==> src/rtl/ms_pkg.sv <==
// Shared Minesweeper definitions: default board size, cursor FSM states and
// the helper that turns a cell count into a coordinate width.
package ms_pkg;

    localparam int DEF_COLS = 8;
    localparam int DEF_ROWS = 8;

    typedef enum logic [1:0] {
        ST_IDLE = 2'd0,
        ST_REQ  = 2'd1,
        ST_DONE = 2'd2
    } state_t;

    // Width needed to hold 0..n-1, never less than one bit.
    function automatic int calc_w(input int n);
        return (n < 2) ? 1 : $clog2(n);
    endfunction

    function automatic int calc_xw(input int cols);
        return calc_w(cols);
    endfunction

    function automatic int calc_yw(input int rows);
        return calc_w(rows);
    endfunction

endpackage

==> src/rtl/blink_div.sv <==
// Terminal-count divider: toggles blink once every DIV clock cycles.
module blink_div #(
    parameter int DIV = 25_000_000
) (
    input  logic clk,
    input  logic rst,
    output logic blink
);

    localparam int CW = $clog2(DIV);
    localparam logic [CW-1:0] LAST = CW'(DIV - 1);

    logic [CW-1:0] cnt;

    always_ff @(posedge clk or negedge rst) begin
        if (!rst) begin
            cnt   <= '0;
            blink <= 1'b0;
        end else if (cnt == LAST) begin
            cnt   <= '0;
            blink <= ~blink;
        end else begin
            cnt <= cnt + CW'(1);
        end
    end

endmodule

==> src/rtl/cursor_ctrl.sv <==
// Grid cursor for the Minesweeper board: moves on debounced button pulses,
// issues reveal requests over a req/ack handshake and drives the blink phase.
module cursor_ctrl
    import ms_pkg::*;
#(
    parameter int COLS      = DEF_COLS,
    parameter int ROWS      = DEF_ROWS,
    parameter int WRAP      = 1,
    parameter int BLINK_DIV = 25_000_000
) (
    input  logic                      clk,
    input  logic                      rst,
    input  logic                      up_valid,
    input  logic                      down_valid,
    input  logic                      left_valid,
    input  logic                      right_valid,
    input  logic                      center_valid,
    input  logic                      game_over,
    input  logic                      reveal_ack,
    output logic [calc_xw(COLS)-1:0]  cur_x,
    output logic [calc_yw(ROWS)-1:0]  cur_y,
    output logic                      reveal_req,
    output logic [calc_xw(COLS)-1:0]  reveal_x,
    output logic [calc_yw(ROWS)-1:0]  reveal_y,
    output logic                      blink
);

    localparam int XW = calc_xw(COLS);
    localparam int YW = calc_yw(ROWS);
    localparam logic [XW-1:0] XMAX = XW'(COLS - 1);
    localparam logic [YW-1:0] YMAX = YW'(ROWS - 1);

    state_t        state_q;
    state_t        state_nx;
    logic [XW-1:0] cur_x_nx;
    logic [YW-1:0] cur_y_nx;
    logic [XW-1:0] reveal_x_nx;
    logic [YW-1:0] reveal_y_nx;

    // Opposing presses cancel; the edge is COLS-1, not the all-ones value.
    function automatic logic [XW-1:0] step_x(input logic [XW-1:0] v,
                                             input logic inc, input logic dec);
        logic [XW-1:0] r;
        r = v;
        if (inc && !dec)
            r = (v == XMAX) ? ((WRAP != 0) ? '0 : XMAX) : v + XW'(1);
        else if (dec && !inc)
            r = (v == '0) ? ((WRAP != 0) ? XMAX : '0) : v - XW'(1);
        return r;
    endfunction

    function automatic logic [YW-1:0] step_y(input logic [YW-1:0] v,
                                             input logic inc, input logic dec);
        logic [YW-1:0] r;
        r = v;
        if (inc && !dec)
            r = (v == YMAX) ? ((WRAP != 0) ? '0 : YMAX) : v + YW'(1);
        else if (dec && !inc)
            r = (v == '0) ? ((WRAP != 0) ? YMAX : '0) : v - YW'(1);
        return r;
    endfunction

    always_ff @(posedge clk or negedge rst) begin
        if (!rst) state_q <= ST_IDLE;
        else      state_q <= state_nx;
    end

    always_comb begin
        state_nx = state_q;
        if (game_over) begin
            state_nx = ST_DONE;
        end else begin
            unique case (state_q)
                ST_IDLE: if (center_valid) state_nx = ST_REQ;
                ST_REQ:  if (reveal_ack)   state_nx = ST_IDLE;
                ST_DONE: if (center_valid) state_nx = ST_IDLE;
                default: state_nx = ST_IDLE;
            endcase
        end
    end

    always_comb begin
        cur_x_nx    = cur_x;
        cur_y_nx    = cur_y;
        reveal_x_nx = reveal_x;
        reveal_y_nx = reveal_y;
        unique case (state_q)
            ST_IDLE, ST_REQ: begin
                cur_x_nx = step_x(cur_x, right_valid, left_valid);
                cur_y_nx = step_y(cur_y, down_valid, up_valid);
                // Request carries the position seen before this cycle's move.
                if (state_q == ST_IDLE && state_nx == ST_REQ) begin
                    reveal_x_nx = cur_x;
                    reveal_y_nx = cur_y;
                end
            end
            ST_DONE: begin
                if (state_nx == ST_IDLE) begin
                    cur_x_nx = '0;
                    cur_y_nx = '0;
                end
            end
            default: ;
        endcase
    end

    always_ff @(posedge clk or negedge rst) begin
        if (!rst) begin
            cur_x      <= '0;
            cur_y      <= '0;
            reveal_x   <= '0;
            reveal_y   <= '0;
            reveal_req <= 1'b0;
        end else begin
            cur_x      <= cur_x_nx;
            cur_y      <= cur_y_nx;
            reveal_x   <= reveal_x_nx;
            reveal_y   <= reveal_y_nx;
            reveal_req <= (state_nx == ST_REQ);
        end
    end

    blink_div #(
        .DIV (BLINK_DIV)
    ) u_blink (
        .clk   (clk),
        .rst   (rst),
        .blink (blink)
    );

endmodule

==> config.mk <==
export PLATFORM = sky130hd
export DESIGN_NAME = cursor_ctrl
export DESIGN_NICKNAME = d
export VERILOG_FILES = /design/src/rtl/ms_pkg.sv /design/src/rtl/blink_div.sv /design/src/rtl/cursor_ctrl.sv
export SDC_FILE = /design/constraint.sdc
export NUM_CORES = 1
export LEC_CHECK = 0
export CAP_MARGIN = 20
export CORE_UTILIZATION = 25
export DETAILED_ROUTE_END_ITERATION = 12
export RECOVER_POWER = 50
export REMOVE_ABC_BUFFERS = 1
export SYNTH_ARGS = -nofsm -noshare
export SYNTH_HDL_FRONTEND = slang
export SYNTH_SLANG_ARGS = --single-unit
==> constraint.sdc <==
create_clock -name clk -period 1.93 [get_ports clk]
set_input_delay 0.4825 -clock clk [delete_from_list [all_inputs] [get_ports clk]]
set_output_delay 0.4825 -clock clk [all_outputs]
set_load 0.01 [all_outputs]
# Yosys cells after proc, flatten, opt, wreduce, memory -nomap -nowiden
# Cells that the tools add are included.
totals:
  ff_bits: 41
  output_inout_bits: 14
  wordCells: 58
classes:
  n_addsub: 5
  n_eq_ne: 9
  n_mux: 17
  n_bitwise: 1
  reduce_logical: 18
ops:
  columns: ["operator", "n"]
  rows:
  - ["2-to-1 mux 3 bit", 9]
  - ["adder 25 x 1 -> 25 bit (second input constant)", 1]
  - ["== test 25 bit (second input constant)", 1]
  - ["2-to-1 mux 25 bit", 1]
  - ["case mux 3 bit (2 select lines)", 2]
  - ["2-to-1 mux 2 bit", 4]
  - ["adder 3 x 1 -> 3 bit (second input constant)", 2]
  - ["== test 3 bit (second input constant)", 2]
  - ["logical NOT 3 bit", 2]
  - ["inequality test 3 bit (second input constant)", 2]
  - ["case mux 2 bit (3 select lines)", 1]
  - ["AND reduction 3 bit", 2]
  - ["subtractor 3 x 1 -> 3 bit (second input constant)", 2]
  - ["logical AND 1 bit", 5]
  - ["== test 2 x 1 -> 1 bit (second input constant)", 2]
  - ["logical NOT 1 bit", 4]
  - ["logical NOT 2 bit", 2]
  - ["== test 2 bit (second input constant)", 1]
  - ["inequality test 2 bit (second input constant)", 1]
  - ["AND reduction 2 bit", 1]
  - ["nonzero test 2 bit", 1]
  - ["OR reduction 2 bit", 1]
  - ["NOT 1 bit", 1]

# Logic depth before layout (Yosys ltp)
# Gate-level depths: netlist (run 1).
depth:
  ltp_word: 6
  depth_mapped: 6
  mapped_depth_nobuf: 6

# Hierarchy
# From an unflattened synthesis (run 1), not the netlist that was laid out.
unflattened:
  hier_cells: 201
  hier_area_um2: 2194.6
modules_own_cells:
  columns: ["module", "n_inst", "cells_per_inst", "area_each_um2"]
  rows:
  - ["blink_div", 1, 127, 1328.8]
  - ["cursor_ctrl", 1, 74, 865.8]

# Worst setup path after synthesis (run 1)
# No wires, ideal clock.
synth_timing:
  kind: "register to register"
  startpoint: "register u_blink.cnt[10]"
  endpoint: "register u_blink.cnt[22]"
  setup_ns: 0.073
  arrival_ns: 1.787
  t_required_ns: 1.857
  slack_ns: 0.070
  stages_incl_launch_ff: 6
  period_less_slack_ns: 1.860
  cell_sequence: "dfrtp_1 > nand2_2 > or4_4 > buf_6 > or4_4 > a21oi_2"
synth_between:
  elab_chain_len: 2
  word_cells_on_any_way: 3
  cone_classes: "add/sub: 1; eq/ne: 1; mux: 1"
synth_rtl:
  columns: ["item", "line", "source"]
  rows:
  - ["start, declared", "blink_div.sv:13", "logic [CW-1:0] cnt;"]
  - ["start signal, assigned", "blink_div.sv:23", "cnt <= cnt + CW'(1);"]
  - ["adder 25 x 1 -> 25 bit / == test 25 bit (equally long branches)", "blink_div.sv:23, blink_div.sv:19", null]
  - ["2-to-1 mux 25 bit (*)", "blink_div.sv:19", "end else if (cnt == LAST) begin"]
# Mark *: on every way between the ends. The rest lies on a longest branch, timed or not.
# A chain may end at the register's enable or synchronous reset.

# Worst setup path after layout (run 1)
layout_timing:
  startpoint: "register cur_x[2]"
  endpoint: "output cur_x[2]"
layout_lines:
  columns: ["item", "line", "source"]
  rows:
  - ["start, declared", "cursor_ctrl.sv:20", "output logic [calc_xw(COLS)-1:0] cur_x,"]
  - ["start signal, assigned", "cursor_ctrl.sv:115", "cur_x <= cur_x_nx;"]
# No word-level cell between the ends.

==> impl_metrics.csv, run 1 <==
group,metric,value,unit
floorplanning,rows,33,
power,pwr-share-comb,27.9,%
power,p_leak,1.16,nW
power,clkPwrFrac,27.0,%
critical_path,crit_end,"cur_x[2]",
critical_path,critical-path-max-stage-delay,0.58,ns
floorplanning,dieArea,0.00876,mm^2
place,dpl_cell_area,0.00257,mm^2
synthesis,synth.ff_latch_count,41,
layout,num_antenna_cells,0,
critical_path,worstSetupEndpointType,"output port",
route,routed_wl,4290,um
clocking,clockBufferDepth,2,
synthesis,synth_edf_count,0,
clocking,clk_pin_slew,0.08,ns
synthesis,syn_area,0.00210,mm^2
clocking,cts_tree,"built",
clocking,cts_root_buf,"clkbuf_8",
hold_path,hp-class,"in -> async",
critical_path,slowest_stage,"clkdlybuf4s50_1",
synthesis,async_flop_share,100,%
clocking,clock_latency,0.29,ns
critical_path,crit_cells,1,
route,dr.pass1.iters,4,
route,vias,1605,
clocking,numCtsBuffers,5,
power,switching_power,0.000694,W
synthesis,avgSynthCellArea,10.9,um^2
critical_path,path_buf_inv,1,
global_routing,grt_pass1_wl,7480,um
run,maxCapViolCount,0,
critical_path,startpoint_type,"flop",
place,io_buffers,22,
power,ir_drop,0.000299,V
critical_path,worst-path-max-fanout,7,
clocking,post_cts_buffers,0,
critical_path,r2r_start,"u_blink.cnt[15]",
sta,slew_violations,0,
critical_path,regToRegSetupSlack,0.10,ns
layout,fin_nets,257,
sta,fmax,0.548,GHz
critical_path,cp-startpoint,"cur_x[2]",
route,drcViolationCount,0,
synthesis,yosys_warnings,0,
synthesis,synth_ff_type,"dfrtp_1",
sta,finalHoldViolCount,0,
sta,fin_worst_skew,0.00751,ns
global_routing,grt_max_degree,22,
global_routing,antenna_found_initial,0,
route,drt_iter0_drc,61,
critical_path,worstPathArrival,1.34,ns
floorplanning,io_pins,23,
sta,setup_violations,0,
synthesis,synth_cell_types,37,
sta,period_minus_slack,1.83,ns
power,seq_power_share,45.2,%
outcome,outcome,"finished clean",
route,vias_per_cell,4.69,
layout,areaGrowthSynthToFinish,26.7,%
route,post_drt_wl_per_cell,12.5,um
clocking,htree_levels,2,
sta,relSlewSlack,23.3,%
sta,min_period_over_period,94.6,%
route,drtAntennaViolNets,0,
place,gp_congestion,0.779,
power,power.internal,0.00175,W
synthesis,ys_seq_area_share,48.9,%
sta,setup_tns,0,ns
sta,rsz0062_at_grt,"false",
global_routing,grt_pass1_vias,1617,
layout,post-route-util,32.5,%
global_routing,gr-usage-all-layers,10.9,%
critical_path,worstRegToRegCells,4,
critical_path,path_delay_family,"buffers and inverters",
floorplanning,core-area,0.00818,mm^2
sta,tightest_slew,1.15,ns
critical_path,crit_type,"reg -> out",
synthesis,syn_inst,193,
floorplanning,die_h,93.6,um
clocking,cts_num_sinks,41,
layout,drive_gt1_share,16.9,%
critical_path,worstPathCellList,"clkdlybuf4s50_1",
floorplanning,start_util,25.7,%
critical_path,r2r_end,"u_blink.cnt[24]",
layout,stdcell_area,0.00266,mm^2
critical_path,required,1.45,ns
global_routing,grt_overflow,0,
power,powerDensity,920,mW/mm^2
floorplanning,chipWidth,93.6,um
power,swShare,28.4,%
place,hpwl,3220,um
-- cell usage after synthesis, drive strengths merged (3+ instances only) --
| master | instances | share of area [%] |
|---|---|---|
| a21oi | 9 | 2.3 |
| and3 | 3 | 0.89 |
| dfrtp | 41 | 49 |
| ha | 11 | 6.6 |
| inv | 10 | 1.8 |
| mux2 | 6 | 3.2 |
| nand2 | 12 | 2.6 |
| nand3 | 10 | 2.4 |
| nand4 | 7 | 2.1 |
| nor2 | 14 | 2.5 |
| nor3 | 4 | 0.95 |
| nor4 | 7 | 3.1 |
| o21ai | 5 | 1.2 |
| o31ai | 8 | 2.9 |
| or4 | 8 | 3.2 |
| xnor2 | 9 | 3.8 |
| xor2 | 10 | 4.2 |
-- cell type report --
class,count,area (um^2)
multi-input combinational,139,1020
clock inverter,2,35.0
timing repair buffer,40,343
clock buffer,5,68.8
inverter,10,37.5
sequential,41,1030
tap,105,131
fill,833,5520
-- layer usage --
metal  track usage [%]  wire length [um]
met1              14.0              2090
met2              17.5              1990
met3              2.03               128
met4              5.00                77
met5                 0                 0
-- state kept, by name (all words and copies together), names as in the netlist --
register / flops
cur_x: 3
reveal_y: 3
u_blink.cnt: 25
state_q: 2
cur_y: 3
reveal_x: 3
reveal_req: 1
u_blink.blink: 1
-- per-stage QoR --
stage / total power [W] / setup WS [ns] / std cells / hold WS, ns
4_1_cts: 0.00250 / 0.0858 / 342 / 0.165
6_report: 0.00245 / 0.104 / 342 / 0.401
2_1_floorplan: 0.00145 / 0.0522 / 190 / 0.187
5_1_grt: 0.00260 / 0.0117 / 342 / 0.504
3_3_place_gp: 0.00182 / 0.0346 / 335 / 0.454
3_5_place_dp: 0.00182 / 0.00234 / 335 / 0.463
-- power groups by stage --
stage / sequential (W) / clock [W] / combinational [W]
finish: 0.00110 / 0.000659 / 0.000682
global route: 0.00113 / 0.000715 / 0.000756
CTS: 0.00111 / 0.000691 / 0.000702
detailed placement: 0.00112 / 0 / 0.000700
global placement: 0.00113 / 0 / 0.000689
floorplan: 0.00114 / 0 / 0.000307
-- how the worst min path moves through the flow --
stage,from,cells after the start,end
floorplan,rst,0,cur_x[0]
global placement,u_blink.blink,1,u_blink.blink
detailed placement,u_blink.blink,1,u_blink.blink
CTS,rst,1,u_blink.cnt[17]
global route,u_blink.blink,1,u_blink.blink
finish,rst,1,u_blink.cnt[21]
-- cells in the final DEF, fill, tap and decap left out, types with 2 or more instances in the layout --
cell type,instances
o21ai_0,5
nand2_1,10
dfrtp_1,40
a32o_1,2
or4_1,6
a22o_1,2
clkdlybuf4s50_1,20
clkbuf_1,3
nor2_1,14
mux2_2,6
o31ai_1,8
xnor2_1,9
nand3_1,10
nor4_1,5
a211oi_1,2
xor2_1,10
a21oi_1,8
nand4_1,7
nor3_1,4
buf_4,14
or4_4,2
inv_1,10
clkbuf_8,5
and4_1,2
a2111oi_0,2
and3_1,2
ha_1,11
-- repair_timing --
item	CTS	global route
hold buffers	0	0
setup endpoints to repair	0	3
endpoints found under the hold margin	0	0
gates resized for setup	0	3
-- logic make-up after synthesis --
| logic type | synth area share, % |
|---|---|
| AO/OA/AOI/OAI | 9.72 |
| XOR/XNOR | 7.93 |
| adder cells (fa/ha/maj) | 6.56 |
| buffers and inverters | 2.74 |
| flip-flops | 48.9 |
| multiplexers | 3.22 |
| AND/OR/NAND/NOR | 20.9 |
Power figures use the tool's default switching activity.
==> inputs of run 2 (changes only) <==
--- a/config.mk
+++ b/config.mk
@@ -6,6 +6,7 @@
 export NUM_CORES = 1
 export LEC_CHECK = 0
 export CAP_MARGIN = 20
+export CORE_MARGIN = 2
 export CORE_UTILIZATION = 25
 export DETAILED_ROUTE_END_ITERATION = 12
 export RECOVER_POWER = 50
==> run 2 against run 1 <==
Cell area barely moved; largest power group unchanged; critical path type is now reg -> reg; clock power fell by 15%; combinational power rose by 1%; cell count rose by 0.88%; non-clock buffer count rose by 2; routed wire length rose by 0.51%; power fell by 3.8%; register-to-register slack barely moved.
==> impl_metrics.csv, run 2 (synthesis gave the netlist of run 1 again) <==
group,metric,value,unit
outcome,outcome,"finished clean",
place,hpwl,3130,um
global_routing,grt_overflow,0,
global_routing,grt_pass1_wl,7400,um
route,drcViolationCount,0,
sta,setup_violations,0,
critical_path,r2r_end,"u_blink.cnt[22]",
clocking,htree_levels,2,
hold_path,hp-class,"in -> async",
power,power.internal,0.00163,W
global_routing,grt_max_degree,42,
power,seq_power_share,47.0,%
global_routing,gr-usage-all-layers,10.2,%
power,switching_power,0.000727,W
layout,largest_reg_flops,25,
floorplanning,chipWidth,95.6,um
sta,tightest_slew,1.01,ns
route,dr.pass1.iters,4,
sta,min_period_over_period,95.1,%
floorplanning,core-area,0.00818,mm^2
power,powerDensity,885,mW/mm^2
floorplanning,io_pins,23,
run,maxCapViolCount,0,
critical_path,startpoint_type,"flop",
layout,fin_nets,259,
global_routing,grt_pass1_vias,1605,
place,gp_congestion,0.791,
place,io_buffers,22,
route,post_drt_wl_per_cell,12.5,um
sta,setup_slack,0.0936,ns
global_routing,antenna_found_initial,0,
critical_path,required,2.16,ns
route,vias_per_cell,4.72,
layout,drive_gt1_share,18.8,%
layout,final_cell_mix,"dfrtp_1, clkdlybuf4s50_1, buf_4",
route,wl_met1,2080,um
sta,relSlewSlack,32.8,%
power,power.total,0.00235,W
critical_path,regToRegSetupSlack,0.09,ns
layout,mostFrequentLayoutCell,"dfrtp_1",
clocking,clk_pin_slew,0.08,ns
clocking,cts_root_buf,"clkbuf_8",
floorplanning,dieArea,0.00914,mm^2
layout,num_antenna_cells,0,
sta,fin_worst_skew,0.00473,ns
clocking,cts_num_sinks,41,
sta,period_minus_slack,1.84,ns
critical_path,crit_type,"reg -> reg",
critical_path,worst-path-max-fanout,13,
route,highest_layer,"met4",
route,drt_iter0_drc,56,
sta,setup_tns,0,ns
clocking,clock_latency,0.29,ns
clocking,cts_hold_buf,0,
critical_path,worstRegToRegCells,4,
critical_path,worstPathCellList,"nand2_1 > or4_4 > or4_4 > a21oi_2",
power,pwr-share-comb,29.3,%
clocking,numCtsBuffers,5,
critical_path,path_delay_family,"simple AND/OR/NAND/NOR gates",
route,routed_wl,4310,um
layout,areaGrowthSynthToFinish,26.8,%
place,dpl_cell_area,0.00257,mm^2
route,wl_met3,95,um
critical_path,path_buf_inv,0,
critical_path,critical-path-max-stage-delay,0.60,ns
clocking,cts_tree,"built",
route,vias,1628,
critical_path,worstSetupEndpointType,"flop",
route,drtAntennaViolNets,0,
route,dr_wl_met2,2060,um
critical_path,cpMostUsedCell,"or4_4",
power,swShare,30.9,%
clocking,clockBufferDepth,2,
critical_path,worstPathArrival,2.06,ns
floorplanning,start_util,25.7,%
floorplanning,die_h,95.6,um
sta,finalHoldViolCount,0,
power,ir_drop,0.000335,V
critical_path,slowest_stage,"or4_4",
power,clkPwrFrac,23.8,%
power,p_leak,1.17,nW
sta,fmax,0.545,GHz
floorplanning,rows,33,
sta,hold-worst-slack,0.430,ns
place,pre_cts_slack,0.0251,ns
layout,regMostFlops,"u_blink.cnt",
layout,stdcell_area,0.00266,mm^2
critical_path,r2r_start,"u_blink.cnt[15]",
sta,slew_violations,0,
## run 2: final cells by class
type	instances	area [um^2]
clock buffer	5	68.8
timing repair buffer	42	359
tap	105	131
fill	841	5510
clock inverter	3	17.5
inverter	10	37.5
multi-input combinational	139	1020
sequential	41	1030
## run 2: metal layers
| layer | vias up | GRT usage [%] |
|---|---|---|
| met3 | 5 | 1.98 |
| li1 | 801 | - |
| met4 | 0 | 4.40 |
| met5 | - | 0 |
| met1 | 807 | 13.7 |
| met2 | 15 | 16.0 |
## run 2: worst reg2reg max path, stage by stage (launching register included)
cell	delay (ns)
dfrtp_1	0.41
nand2_1	0.07
or4_4	0.60
or4_4	0.55
a21oi_2	0.14
## run 2: worst max path at each step
stage,to,from,depth (start not counted)
3_3_place_gp,reveal_x[1],game_over,4
4_1_cts,cur_y[2],cur_y[2],1
3_5_place_dp,reveal_x[1],center_valid,5
2_1_floorplan,u_blink.blink,u_blink.cnt[7],3
6_report,u_blink.cnt[22],u_blink.cnt[15],4
5_1_grt,u_blink.cnt[20],u_blink.cnt[1],6
## run 2: what timing repair did
| action | 4_1_cts | 5_1_grt |
|---|---|---|
| setup endpoints to repair | 0 | 3 |
| resized for setup | 0 | 4 |
| setup buffers | 0 | 2 |
## run 2: metrics by stage
stage | cells | utilization, %
final | 345 | 32.6
after global routing | 345 | 32.6
after CTS | 343 | 32.5
after detailed placement | 335 | 31.5
after global placement | 335 | 31.5
after floorplan | 190 | -
## run 2: power by group through the flow
stage                     clock (W)  combinational, W  sequential [W]
after global placement            0          0.000690         0.00113
final                      0.000559          0.000689         0.00111
after detailed placement          0          0.000706         0.00113
after CTS                  0.000586          0.000708         0.00111
after global routing       0.000614          0.000768         0.00113
after floorplan                   0          0.000307         0.00114
